[config.mk]
export PLATFORM = sky130hd
export DESIGN_NAME = prio_encoder_hs
export DESIGN_NICKNAME = d
export VERILOG_FILES = /design/src/rtl/prio_encoder_hs.sv
export SDC_FILE = /design/constraint.sdc
export NUM_CORES = 1
export LEC_CHECK = 0
export BUFFER_PORTS_ARGS = -buffer_cell sky130_fd_sc_hd__buf_4
export CORE_AREA = 2 2 42 44
export CTS_CLUSTER_DIAMETER = 40
export CTS_CLUSTER_SIZE = 25
export DETAILED_ROUTE_END_ITERATION = 8
export DIE_AREA = 0 0 44 46
export PLACE_DENSITY = 0.77
export SYNTH_ARGS = -nofsm -noshare
export SYNTH_HDL_FRONTEND = slang
export SYNTH_SLANG_ARGS = --single-unit
[constraint.sdc]
create_clock -name clk -period 1.45 [get_ports clk]
set_input_delay 0.145 -clock clk [delete_from_list [all_inputs] [get_ports clk]]
set_output_delay 0.145 -clock clk [all_outputs]
set_load 0.03 [all_outputs]
[src/rtl/prio_encoder_hs.sv]
// prio_encoder_hs: parametrised N-to-log2(N) priority encoder with a registered
// result, valid/ready handshakes on both sides, none/multi flags and a
// saturating count of accepted nonzero request vectors.
//
// Optional build macro: PRIO_ENCODER_HS_ROUND_ROBIN_EN
//   undefined (default) - fixed priority, lowest set index wins.
//   defined             - round-robin search starting at an internal pointer
//                         that advances past each winner.
module prio_encoder_hs #(
    parameter int N     = 4,
    parameter int IDX_W = $clog2(N),
    parameter int CNT_W = 8
) (
    input  logic             clk,
    input  logic             rst,
    input  logic             in_valid,
    output logic             in_ready,
    input  logic [N-1:0]     in_req,
    output logic             out_valid,
    input  logic             out_ready,
    output logic [IDX_W-1:0] out_idx,
    output logic             out_none,
    output logic             out_multi,
    output logic [CNT_W-1:0] enc_count
);

    // Lowest set bit index; zero when no bit is set.
    function automatic logic [IDX_W-1:0] find_lowest(input logic [N-1:0] v);
        logic [IDX_W-1:0] r;
        r = '0;
        for (int i = N - 1; i >= 0; i--) begin
            if (v[i]) r = IDX_W'(i);
        end
        return r;
    endfunction

    // First set bit scanning upward from start, wrapping N-1 -> 0; zero when empty.
    function automatic logic [IDX_W-1:0] find_from(input logic [N-1:0]     v,
                                                   input logic [IDX_W-1:0] start);
        logic [IDX_W-1:0] r;
        int               j;
        r = '0;
        for (int k = N - 1; k >= 0; k--) begin
            j = (int'(start) + k) % N;
            if (v[j]) r = IDX_W'(j);
        end
        return r;
    endfunction

    // Two or more bits set: clearing the lowest set bit leaves something behind.
    function automatic logic is_multi(input logic [N-1:0] v);
        return (v & (v - N'(1))) != '0;
    endfunction

    // Saturating increment; holds at all-ones instead of wrapping.
    function automatic logic [CNT_W-1:0] sat_inc(input logic [CNT_W-1:0] c);
        return (c == {CNT_W{1'b1}}) ? c : c + CNT_W'(1);
    endfunction

    // Index following w, wrapping N-1 -> 0 (N need not be a power of two).
    function automatic logic [IDX_W-1:0] next_idx(input logic [IDX_W-1:0] w);
        return (w == IDX_W'(N - 1)) ? '0 : w + IDX_W'(1);
    endfunction

    logic             vld_p1;
    logic [IDX_W-1:0] idx_p1;
    logic             none_p1;
    logic             multi_p1;
    logic [CNT_W-1:0] cnt_p1;

    logic             accept;
    logic             req_nz;
    logic [IDX_W-1:0] win_p0;

    assign in_ready = !vld_p1 || out_ready;
    assign accept   = in_valid && in_ready;
    assign req_nz   = in_req != '0;

`ifdef PRIO_ENCODER_HS_ROUND_ROBIN_EN
    logic [IDX_W-1:0] ptr;

    // Winner selection: search starts at the round-robin pointer.
    always_comb begin
        win_p0 = find_from(in_req, ptr);
    end

    // Pointer moves just past the winner on every nonzero accept.
    always_ff @(posedge clk) begin
        if (rst) begin
            ptr <= '0;
        end else if (accept && req_nz) begin
            ptr <= next_idx(win_p0);
        end
    end
`else
    // Winner selection: fixed priority, lowest index first.
    always_comb begin
        win_p0 = find_lowest(in_req);
    end
`endif

    // ---- stage p0 -> p1: result register with hold under backpressure ----
    always_ff @(posedge clk) begin
        if (rst) begin
            vld_p1   <= 1'b0;
            idx_p1   <= '0;
            none_p1  <= 1'b0;
            multi_p1 <= 1'b0;
        end else if (accept) begin
            vld_p1   <= 1'b1;
            idx_p1   <= win_p0;
            none_p1  <= !req_nz;
            multi_p1 <= is_multi(in_req);
        end else if (out_ready) begin
            vld_p1   <= 1'b0;
        end
    end

    // Event counter: counts accepted nonzero vectors, independent of out_ready.
    always_ff @(posedge clk) begin
        if (rst) begin
            cnt_p1 <= '0;
        end else if (accept && req_nz) begin
            cnt_p1 <= sat_inc(cnt_p1);
        end
    end

    assign out_valid = vld_p1;
    assign out_idx   = idx_p1;
    assign out_none  = none_p1;
    assign out_multi = multi_p1;
    assign enc_count = cnt_p1;

endmodule

==> metrics.txt <==
# TYPE chip_impl_metric gauge
chip_impl_info{name="status",value="finished, violations left"} 1
chip_impl_info{name="violations_in_the_final_reports",value="negative setup slack"} 1
chip_impl_metric{name="synthDominantCellAreaShare",unit=""} 0.408
chip_impl_info{name="synth_ff_type",value="sky130_fd_sc_hd__dfxtp_1"} 1
chip_impl_metric{name="finish_stage_setup_viols",unit=""} 5
chip_impl_metric{name="post_cts_hold_buffer_count",unit=""} 0
chip_impl_metric{name="detailed_placer_s_ending_hpwl",unit="mm"} 1.20
chip_impl_metric{name="num_io_pins",unit=""} 22
chip_impl_metric{name="worst_slew_pin_slew",unit="ps"} 539
chip_impl_metric{name="dp_worst_setup_slack",unit="ps"} -131
chip_impl_metric{name="antenna_violating_nets_post_route",unit=""} 0
chip_impl_info{name="synth.cells.most_frequent",value="sky130_fd_sc_hd__dfxtp_1, sky130_fd_sc_hd__a21oi_1, sky130_fd_sc_hd__nand2_1"} 1
chip_impl_metric{name="coreArea",unit="mm²"} 0.00161
chip_impl_metric{name="cp.arrival",unit="ps"} 1720
chip_impl_metric{name="wl",unit="mm"} 1.76
chip_impl_info{name="clockRootBuffer",value="sky130_fd_sc_hd__clkbuf_4"} 1
chip_impl_info{name="holdCritPathClass",value="in -> reg"} 1
chip_impl_metric{name="finish.utilization",unit=""} 0.671
chip_impl_metric{name="yosys_warnings",unit=""} 0
chip_impl_metric{name="h-tree-depth",unit=""} 1
chip_impl_metric{name="die_h",unit="µm"} 46
chip_impl_metric{name="max-vdd-ir-drop",unit="µV"} 429
chip_impl_info{name="worstSetupPathType",value="reg -> reg"} 1
chip_impl_metric{name="portion_of_total_power_attributed_to_sequential_cells",unit=""} 0.501
chip_impl_metric{name="final_worst_path_cycle_share",unit=""} 1.08
chip_impl_metric{name="wire_per_inst",unit="µm"} 13.2
chip_impl_info{name="cts_tree",value="done"} 1
chip_impl_metric{name="floorplan.die.width",unit="µm"} 44
chip_impl_metric{name="grt_pass1_wl",unit="mm"} 2.85
chip_impl_metric{name="drt-initial-drc-count",unit=""} 12
chip_impl_metric{name="areaGrowthSynthToFinish",unit="%"} 69.6
chip_impl_metric{name="number_of_global_route_vias_before_repair",unit=""} 685
chip_impl_metric{name="fraction_of_final_layout_cells_sized_beyond_drive_strength_1",unit=""} 0.569
chip_impl_metric{name="clock_insertion_delay_worst_skew",unit="ps"} 270
chip_impl_metric{name="switching_share",unit=""} 0.273
chip_impl_metric{name="reg2regPathDepth",unit=""} 5
chip_impl_metric{name="clockBufferDepth",unit=""} 2
chip_impl_info{name="critical_path.reg2reg.endpoint",value="enc_count[7]$_SDFFE_PP0P_"} 1
chip_impl_metric{name="floorplan.initialDensity",unit=""} 0.395
chip_impl_metric{name="timing.final.hold_violations",unit=""} 0
chip_impl_metric{name="share_comb_of_total_power",unit=""} 0.199
chip_impl_metric{name="route.detailed.drc",unit=""} 0
chip_impl_metric{name="cellInternalPower",unit="W"} 0.000530
chip_impl_metric{name="setup_slack_of_the_critical_path_after_layout",unit="ps"} -109
chip_impl_metric{name="synth_nets",unit=""} 85
chip_impl_metric{name="num_antenna_cells",unit=""} 0
chip_impl_metric{name="power_leakage",unit="nW"} 0.443
chip_impl_metric{name="post-route-min-period",unit="ps"} 1560
chip_impl_metric{name="filler_cell_count",unit=""} 122
chip_impl_info{name="critical_path.reg2reg.startpoint",value="out_valid$_SDFFE_PP0P_"} 1
chip_impl_metric{name="final_net_count",unit=""} 126
chip_impl_metric{name="post_synth.cell_area_avg",unit="µm²"} 8.40
chip_impl_metric{name="port_buffers",unit=""} 21
chip_impl_metric{name="place_congestion",unit=""} 0.767
chip_impl_info{name="endpoint_kind",value="register"} 1
chip_impl_metric{name="p_sw",unit="W"} 0.000199
chip_impl_metric{name="grt_usage",unit=""} 0.192
chip_impl_metric{name="cts-buffers-inserted",unit=""} 3
chip_impl_metric{name="post_synth_instance_area",unit="µm²"} 638
chip_impl_info{name="timing.critical_path.from",value="out_valid$_SDFFE_PP0P_"} 1
chip_impl_metric{name="crit_path_max_fanout",unit=""} 7
chip_impl_metric{name="rrSetupSlack",unit="ps"} -110
chip_impl_metric{name="antenna_violations_before_repair",unit=""} 0
chip_impl_metric{name="clock_power_frac",unit=""} 0.300
chip_impl_metric{name="pins_over_slew_limit",unit=""} 0
chip_impl_metric{name="timing.fmax",unit="GHz"} 0.641
chip_impl_metric{name="yosys.cell_types.count",unit=""} 23
chip_impl_metric{name="grt_max_degree",unit=""} 15
chip_impl_metric{name="clk_pin_slew_worst_paths",unit="ps"} 80
chip_impl_metric{name="dieArea",unit="mm²"} 0.00202
chip_impl_metric{name="synth.ff_latch_count",unit=""} 13
chip_impl_info{name="grt_setup_unrepaired",value="true"} 1
chip_impl_metric{name="drtPass1Iterations",unit=""} 4
chip_impl_metric{name="worst_hold_path.num_cells",unit=""} 2
chip_impl_metric{name="vias_after_detailed_routing",unit=""} 755
chip_impl_info{name="synthDominantAreaCellType",value="sky130_fd_sc_hd__dfxtp_1"} 1
chip_impl_metric{name="tritoncts_num_sinks",unit=""} 13
chip_impl_metric{name="share_of_synthesized_area_occupied_by_flip_flops_and_latches",unit=""} 0.408
chip_impl_metric{name="synthCells",unit=""} 76
chip_impl_metric{name="grt_remaining_overflow",unit=""} 0
chip_impl_metric{name="worst_slew_margin_rel",unit=""} 0.638
chip_impl_info{name="crit_end",value="enc_count[7]$_SDFFE_PP0P_"} 1
chip_impl_metric{name="vias_per_cell",unit=""} 5.68
chip_impl_metric{name="rows",unit=""} 15
chip_impl_metric{name="count_of_flip_flops_with_a_built_in_enable_after_synthesis",unit=""} 0
chip_impl_info{name="post-synth-top-count-cell",value="sky130_fd_sc_hd__dfxtp_1"} 1
chip_impl_metric{name="async_flop_share",unit=""} 0
chip_impl_info{name="startpoint_type",value="register"} 1
chip_impl_metric{name="power.density",unit="mW/mm²"} 674
chip_impl_metric{name="max_cap_violations",unit=""} 0
chip_impl_metric{name="worst_ep_required_time",unit="ps"} 1610
chip_impl_info{name="netlist_top_cells_area",value="sky130_fd_sc_hd__dfxtp_1, sky130_fd_sc_hd__a21oi_1, sky130_fd_sc_hd__or4_1"} 1
chip_impl_metric{name="skew",unit="ps"} 2.81
## critical path, stage by stage (launching register included)
cell and delay (ps):
sky130_fd_sc_hd__dfxtp_4 340, sky130_fd_sc_hd__nor2b_4 130, sky130_fd_sc_hd__or3_4 420, sky130_fd_sc_hd__buf_4 170, sky130_fd_sc_hd__o31ai_2 310, sky130_fd_sc_hd__a21oi_2 90
## worst min-delay path by stage
| stage | from | slack (ps) | to |
|---|---|---|---|
| 5_1_grt | rst | 150 | enc_count[2]$_SDFFE_PP0P_ |
| 4_1_cts | rst | 130 | enc_count[2]$_SDFFE_PP0P_ |
| 3_5_place_dp | rst | 430 | enc_count[4]$_SDFFE_PP0P_ |
| 2_1_floorplan | rst | 200 | enc_count[4]$_SDFFE_PP0P_ |
| 3_3_place_gp | rst | 420 | enc_count[4]$_SDFFE_PP0P_ |
| 6_report | rst | 150 | enc_count[2]$_SDFFE_PP0P_ |
## routing by layer
layer / GRT usage / vias up / routed length, µm
met2: 0.332 / 25 / 863
met1: 0.219 / 355 / 747
met3: 0.0397 / 8 / 87
met5: 0 / - / 0
li1: - / 367 / -
met4: 0.109 / 0 / 63
## stage by stage
stage               std cells  area (µm²)  setup TNS (ps)  power, W  hold WS [ps]
floorplan                  76         712            -738  0.000446           204
global placement          128         987            -328  0.000505           418
detailed placement        128         987            -477  0.000509           425
CTS                       133        1040            -205  0.000736           133
global route              133        1080            -612  0.000775           151
finish                    133        1080            -333  0.000730           148
## repair_timing
action,CTS,global route
pin swaps,3,6
resized for setup,4,9
setup endpoints to repair,8,9
setup buffers,0,0
cloned,1,0
## cell type report
type	count	area, µm²	area share
Clock buffer	4	26.3	0.0243
Inverter	4	15.0	0.0139
Multi-Input combinational cell	58	448	0.414
Sequential cell	13	290	0.268
Tap cell	17	21.3	0.0197
Timing Repair Buffer	37	282	0.260
## state kept, by name, indices dropped and copies added, names as in the netlist
signal / flops
out_idx: 2
out_valid: 1
enc_count: 8
out_none: 1
out_multi: 1
## cells by family after synthesis
group | Yosys count | synth area share
buffers and inverters | 6 | 0.0549
muxes | 1 | 0.0176
DFF | 13 | 0.408
and+or+nand+nor | 32 | 0.284
AOI/OAI and AO/OA | 22 | 0.200
adders and majority gates | 2 | 0.0353
## cell usage in the layout (no fill, tap or decap), types with 2 or more instances in the layout
master | Yosys | routed
sky130_fd_sc_hd__o21ai_0 | 4 | 4
sky130_fd_sc_hd__nor2_1 | 4 | 4
sky130_fd_sc_hd__buf_4 | 1 | 36
sky130_fd_sc_hd__or4_1 | 5 | 4
sky130_fd_sc_hd__o31ai_1 | 4 | 2
sky130_fd_sc_hd__or3_4 | 1 | 3
sky130_fd_sc_hd__or3_1 | 3 | 2
sky130_fd_sc_hd__a21oi_2 | 0 | 3
sky130_fd_sc_hd__a21oi_1 | 12 | 9
sky130_fd_sc_hd__inv_1 | 4 | 4
sky130_fd_sc_hd__dfxtp_4 | 0 | 8
sky130_fd_sc_hd__nand2_1 | 8 | 7
sky130_fd_sc_hd__dfxtp_1 | 13 | 5
sky130_fd_sc_hd__nor3_1 | 2 | 2
sky130_fd_sc_hd__clkbuf_4 | 0 | 3
## power by group through the flow
stage                     sequential [W]  combinational (W)  clock, W
final                           0.000365           0.000145  0.000219
after CTS                       0.000365           0.000142  0.000228
after detailed placement        0.000373           0.000136         0
after global routing            0.000367           0.000159  0.000249
after floorplan                 0.000395          0.0000507         0
after global placement          0.000372           0.000133         0
Power figures use the tool's default switching activity.
